--- config.mk ---
export PLATFORM = sky130hd
export DESIGN_NAME = montgomery_mult_pipe
export DESIGN_NICKNAME = d
export VERILOG_FILES = /design/src/rtl/montgomery_mult_pipe.sv
export SDC_FILE = /design/constraint.sdc
export NUM_CORES = 1
export LEC_CHECK = 0
export CAP_MARGIN = 0
export CORE_UTILIZATION = 40
export DETAILED_ROUTE_END_ITERATION = 12
export SYNTH_ARGS = -nofsm -noshare
export SYNTH_HDL_FRONTEND = slang
export SYNTH_SLANG_ARGS = --single-unit
--- constraint.sdc ---
create_clock -name clk -period 5.7 [get_ports clk]
set_input_delay 1.14 -clock clk [delete_from_list [all_inputs] [get_ports clk]]
set_output_delay 1.14 -clock clk [all_outputs]
set_load 0.01 [all_outputs]
--- src/rtl/montgomery_mult_pipe.sv ---
// Three-stage pipelined Montgomery multiplier (REDC) with valid/ready handshake and tag sideband.
// Modes: MUL a*b, TO_MONT a*R^2, FROM_MONT a*1, SQR a*a; each result is the input product times R^-1 mod Q.
module montgomery_mult_pipe #(
  parameter int unsigned Q        = 3329,
  parameter int unsigned K        = 13,
  parameter int unsigned Q_PRIME  = 3327,
  parameter int unsigned R2_MOD_Q = 2882,
  parameter int unsigned DATA_W   = 12,
  parameter int unsigned TAG_W    = 4
) (
  input  logic              clk,
  input  logic              rst_n,
  input  logic              in_valid,
  output logic              in_ready,
  input  logic [1:0]        in_mode,
  input  logic [DATA_W-1:0] in_a,
  input  logic [DATA_W-1:0] in_b,
  input  logic [TAG_W-1:0]  in_tag,
  output logic              out_valid,
  input  logic              out_ready,
  output logic [DATA_W-1:0] out_result,
  output logic [TAG_W-1:0]  out_tag,
  output logic              out_err,
  output logic              busy
);

  localparam int unsigned PROD_W = 2 * DATA_W;
  localparam int unsigned SUM_W  = ((PROD_W > K + DATA_W) ? PROD_W : K + DATA_W) + 1;

  localparam logic [DATA_W-1:0] Q_DW      = DATA_W'(Q);
  localparam logic [DATA_W-1:0] R2_DW     = DATA_W'(R2_MOD_Q);
  localparam logic [DATA_W-1:0] ONE_DW    = DATA_W'(1);
  localparam logic [K-1:0]      Q_PRIME_K = K'(Q_PRIME);
  localparam logic [SUM_W-1:0]  Q_SUM     = SUM_W'(Q);

  typedef enum logic [1:0] {
    MODE_MUL       = 2'b00,
    MODE_TO_MONT   = 2'b01,
    MODE_FROM_MONT = 2'b10,
    MODE_SQR       = 2'b11
  } mode_e;

  logic advance;

  // Stage 1: operand select, full product, range check
  logic [DATA_W-1:0] b_sel;
  logic [PROD_W-1:0] t1_d, t1_q;
  logic              err1_d, err1_q;
  logic              v1_q;
  logic [TAG_W-1:0]  tag1_q;

  // Stage 2: m = T * Q' mod R
  logic [K-1:0]      m2_d, m2_q;
  logic [PROD_W-1:0] t2_q;
  logic              err2_q;
  logic              v2_q;
  logic [TAG_W-1:0]  tag2_q;

  // Stage 3: (T + m*Q) / R with one conditional subtract
  logic [SUM_W-1:0]  sum3;
  logic [SUM_W-1:0]  t3;
  logic [SUM_W-1:0]  red3;
  logic [DATA_W-1:0] res_d, res_q;
  logic              out_valid_q;
  logic [TAG_W-1:0]  out_tag_q;
  logic              out_err_q;

  // The whole pipe moves in lockstep; only a stalled output freezes it.
  assign advance  = ~out_valid_q | out_ready;
  assign in_ready = advance;

  always_comb begin
    b_sel = in_b;
    unique case (mode_e'(in_mode))
      MODE_MUL:       b_sel = in_b;
      MODE_TO_MONT:   b_sel = R2_DW;
      MODE_FROM_MONT: b_sel = ONE_DW;
      MODE_SQR:       b_sel = in_a;
      default:        b_sel = in_b;
    endcase
    t1_d   = PROD_W'(in_a) * PROD_W'(b_sel);
    err1_d = (in_a >= Q_DW) | ((mode_e'(in_mode) == MODE_MUL) & (in_b >= Q_DW));
  end

  // Only the low K bits of T affect m, so the multiply is kept K bits wide.
  assign m2_d = t1_q[K-1:0] * Q_PRIME_K;

  always_comb begin
    sum3  = SUM_W'(t2_q) + SUM_W'(m2_q) * Q_SUM;
    t3    = sum3 >> K;
    red3  = (t3 >= Q_SUM) ? (t3 - Q_SUM) : t3;
    res_d = DATA_W'(red3);
  end

  always_ff @(posedge clk or negedge rst_n) begin
    if (!rst_n) begin
      v1_q        <= 1'b0;
      t1_q        <= '0;
      err1_q      <= 1'b0;
      tag1_q      <= '0;
      v2_q        <= 1'b0;
      t2_q        <= '0;
      m2_q        <= '0;
      err2_q      <= 1'b0;
      tag2_q      <= '0;
      out_valid_q <= 1'b0;
      res_q       <= '0;
      out_tag_q   <= '0;
      out_err_q   <= 1'b0;
    end else if (advance) begin
      v1_q        <= in_valid;
      t1_q        <= t1_d;
      err1_q      <= err1_d;
      tag1_q      <= in_tag;
      v2_q        <= v1_q;
      t2_q        <= t1_q;
      m2_q        <= m2_d;
      err2_q      <= err1_q;
      tag2_q      <= tag1_q;
      out_valid_q <= v2_q;
      res_q       <= res_d;
      out_tag_q   <= tag2_q;
      out_err_q   <= err2_q;
    end
  end

  assign out_valid  = out_valid_q;
  assign out_result = res_q;
  assign out_tag    = out_tag_q;
  assign out_err    = out_err_q;
  assign busy       = v1_q | v2_q | out_valid_q;

endmodule

==> flow_summary.json <==
{
  "tns_ps": -2400,
  "rows": 64,
  "grt.total_usage": 0.182,
  "clkSlewWorstSetupHoldPaths_ps": 70,
  "postSynthAreaPerCell_um2": 8.89,
  "synthTopCellsByArea": "fa_1, ha_1, dfrtp_1",
  "cts_tree": "built",
  "tightest_slew_ps": 888,
  "slowest_delay_ps": 500,
  "slew_headroom": 0.408,
  "wl_um": 28700,
  "rsz0062_at_grt": "yes",
  "ys_ff_latch": 90,
  "path_max_fanout": 4,
  "io-pin-count": 54,
  "syn_nets": 1809,
  "hpwlAfterDp_um": 22900,
  "synth_area_um2": 12700,
  "max_freq_mhz": 163,
  "tritoncts_num_sinks": 90,
  "ctsHoldBuffers": 0,
  "fillers": 2859,
  "drt-met1-wl_um": 13400,
  "drt-initial-drc-count": 302,
  "pre_cts_slack_ps": -1410,
  "path_common_cell": "fa_1",
  "synth_top_cell_area_share": 0.258,
  "cp_slowest_cell": "fa_1",
  "synth_edf_count": 0,
  "clock-root-buffer": "clkbuf_16",
  "synth-compound-area-share": 0.0878,
  "final_cell_area_um2": 16000,
  "synth_xor_xnor_area_share": 0.0318,
  "worstPathRequired_ps": 5960,
  "synthCells": 1426,
  "die_x_um": 180,
  "antenna_cells": 0,
  "end_kind": "flop",
  "htreeDepth": 3,
  "setup_viol": 9,
  "drv_cap": 0,
  "final_layout_size_suffix_gt1_frac": 0.209,
  "placed_area_um2": 14700,
  "overflow": 0,
  "dieArea_um2": 32400,
  "period_minus_slack_ps": 6150,
  "hold_viol_final": 0,
  "drt-pass1-iter-count": 4,
  "clk_latency_ps": 370,
  "vias": 9767,
  "holdWs_ps": 470,
  "top_layer": "met4",
  "ys_seq_area_frac": 0.178,
  "r2r_slack_ps": 130,
  "ys_warn_count": 0,
  "nNetsFinal": 2007,
  "synth_top_family_by_area": "adder cells",
  "grt_pass1_vias": 10114,
  "async_reset_ff_frac": 1.00,
  "grt_pass1_wl_um": 48000,
  "vias_per_cell": 4.82,
  "port_buffers": 53,
  "startpoint_type": "primary input",
  "core-area_um2": 30900,
  "status": "finished with violations",
  "synth_ff_type": "dfrtp_1",
  "failed_checks": "negative setup slack",
  "crit_chain": "buf_6, buf_6, nor2_4, buf_6, a22o_4, buf_6, nand2_2, fa_1, fa_1, inv_2, fa_1, fa_1, inv_1, fa_1, inv_2, ha_4, a21o_1, a21o_1, a21oi_2, a31oi_2, o31a_1, buf_4, o41a_1, a211o_1",
  "clk_path_buf_depth": 2,
  "yosys.area_share.simple": 0.155,
  "synth_mux_area_frac": 0.00583,
  "ant_nets": 0,
  "start_util": 0.410,
  "met2RoutedLength_um": 14100,
  "areaGrowthSynthToFinish_pct": 26.0,
  "clock_skew_ps": 10.1,
  "synth_largest_area_cell": "fa_1",
  "fin_crit_sh": 1.08,
  "critical_path_class": "in2reg",
  "antenna_found_initial": 0,
  "place_congestion": 0.869,
  "drc": 0,
  "min_path_type": "reg2reg",
  "die-height_um": 180,
  "routedWlPerCell_um": 14.2,
  "drv_slew": 0,
  "cp.arrival_ps": 6410,
  "finalWorstSetupSlack_ps": -452,
  "post_synth_num_cell_types": 66,
  "synthAdderAreaFrac": 0.441,
  "grt_max_degree": 83,
  "cts_buffers": 9,
  "wl_met3_um": 764
}
==> Yosys cell counts (3+ instances only) <==
master	count
ha_1	186
or2_2	3
buf_1	3
fa_1	163
o211ai_1	4
or3_1	8
nor3_1	10
nand2b_1	6
a31oi_1	3
inv_1	281
a21oi_1	44
a211oi_1	8
a22o_1	6
a211o_1	3
mux2_2	3
and4_1	3
nand2_1	255
o31ai_1	7
nand3_1	5
mux2i_1	4
clkbuf_1	41
dfrtp_1	90
o311a_1	3
nor2_1	54
nor3b_1	4
and2_1	58
nand4_1	5
o21a_1	10
nor2b_1	4
and3_1	3
a21boi_0	8
nor4_1	6
xor2_1	11
o21ai_0	43
a21o_1	10
xnor2_1	35
==> metrics by stage <==
stage                     std cells  utilization
final                          2025        0.517
after global routing           2025        0.517
after CTS                      2012        0.501
after detailed placement       1964        0.475
after global placement         1964        0.475
after floorplan                1426            -
==> path summary, 6_finish.rpt <==
| kind | from | end | cells past startpoint |
|---|---|---|---|
| min | tag2_q[0]$_DFFE_PN0P_ | tag2_q[0]$_DFFE_PN0P_ | 2 |
| max | in_mode[1] | t1_q[22]$_DFFE_PN0P_ | 24 |
| min reg2reg | tag2_q[0]$_DFFE_PN0P_ | tag2_q[0]$_DFFE_PN0P_ | 2 |
| max reg2reg | m2_q[2]$_DFFE_PN0P_ | out_result[6]$_DFFE_PN0P_ | 22 |
| min in group asynchronous | rst_n | out_result[2]$_DFFE_PN0P_ | 1 |
| max in group asynchronous | rst_n | t2_q[15]$_DFFE_PN0P_ | 2 |
==> area by class of cell <==
class | instances | area, um2 | share of cell area
Inverter | 282 | 1060 | 0.0664
Timing Repair Buffer | 236 | 2020 | 0.126
Tap cell | 396 | 495 | 0.0310
Sequential cell | 90 | 2260 | 0.141
Clock inverter | 7 | 67.6 | 0.00423
Multi-Input combinational cell | 1005 | 9850 | 0.617
Clock buffer | 9 | 225 | 0.0141
==> cell families (layout without fill, tap and decap cells) <==
kind of cell	after synthesis	after routing
flip-flops	90	90
XOR/XNOR	46	46
AO/OA/AOI/OAI	169	169
multiplexers	7	7
adder cells (fa/ha/maj)	349	349
AND/OR/NAND/NOR	434	434
buffers and inverters	331	534
==> state kept, by name (all words and copies together), names as in the netlist <==
name        flops
err1_q          1
err2_q          1
tag1_q          4
t2_q           23
v2_q            1
out_tag         4
v1_q            1
m2_q           13
t1_q           24
out_valid       1
tag2_q          4
out_err         1
out_result     12
==> per-layer routing <==
layer	up-vias	GRT usage
li1	4878	-
met1	4720	0.235
met2	141	0.324
met3	28	0.0203
met4	0	0.0490
met5	-	0
==> critical path, delay by kind of cell <==
family	cells	cell delay, ps
buffers and inverters	8	700
adders and majority gates	6	2710
and+or+nand+nor	2	210
AOI/OAI and AO/OA	8	1620
==> layout by cell type, fill, tap and decap left out, types with 6 or more instances in the layout <==
cell type and instances:
a21o_1 10, a21oi_1 36, a21oi_2 6, and2_1 49
and2_4 10, buf_4 157, buf_6 25, clkbuf_16 9
clkdlybuf4s50_1 30, dfrtp_1 87, dlygate4sd2_1 19, fa_1 153
fa_2 10, ha_1 169, ha_4 12, inv_1 268
inv_2 13, nand2_1 244, nand2_2 10, nand2b_1 6
nor2_1 50, o21a_1 9, o21ai_0 27, o21ai_1 10
o31ai_1 6, or3_1 8, xnor2_1 35, xor2_1 11
==> what timing repair did <==
| action | CTS | global route |
|---|---|---|
| gates cloned | 2 | 0 |
| resized for setup | 97 | 97 |
| setup endpoints to repair | 24 | 24 |
| pin swaps | 67 | 65 |
| buffers inserted | 30 | 15 |
Power is not shown: default switching activity piles up to over one toggle a cycle in this logic, so the estimate is an artifact.
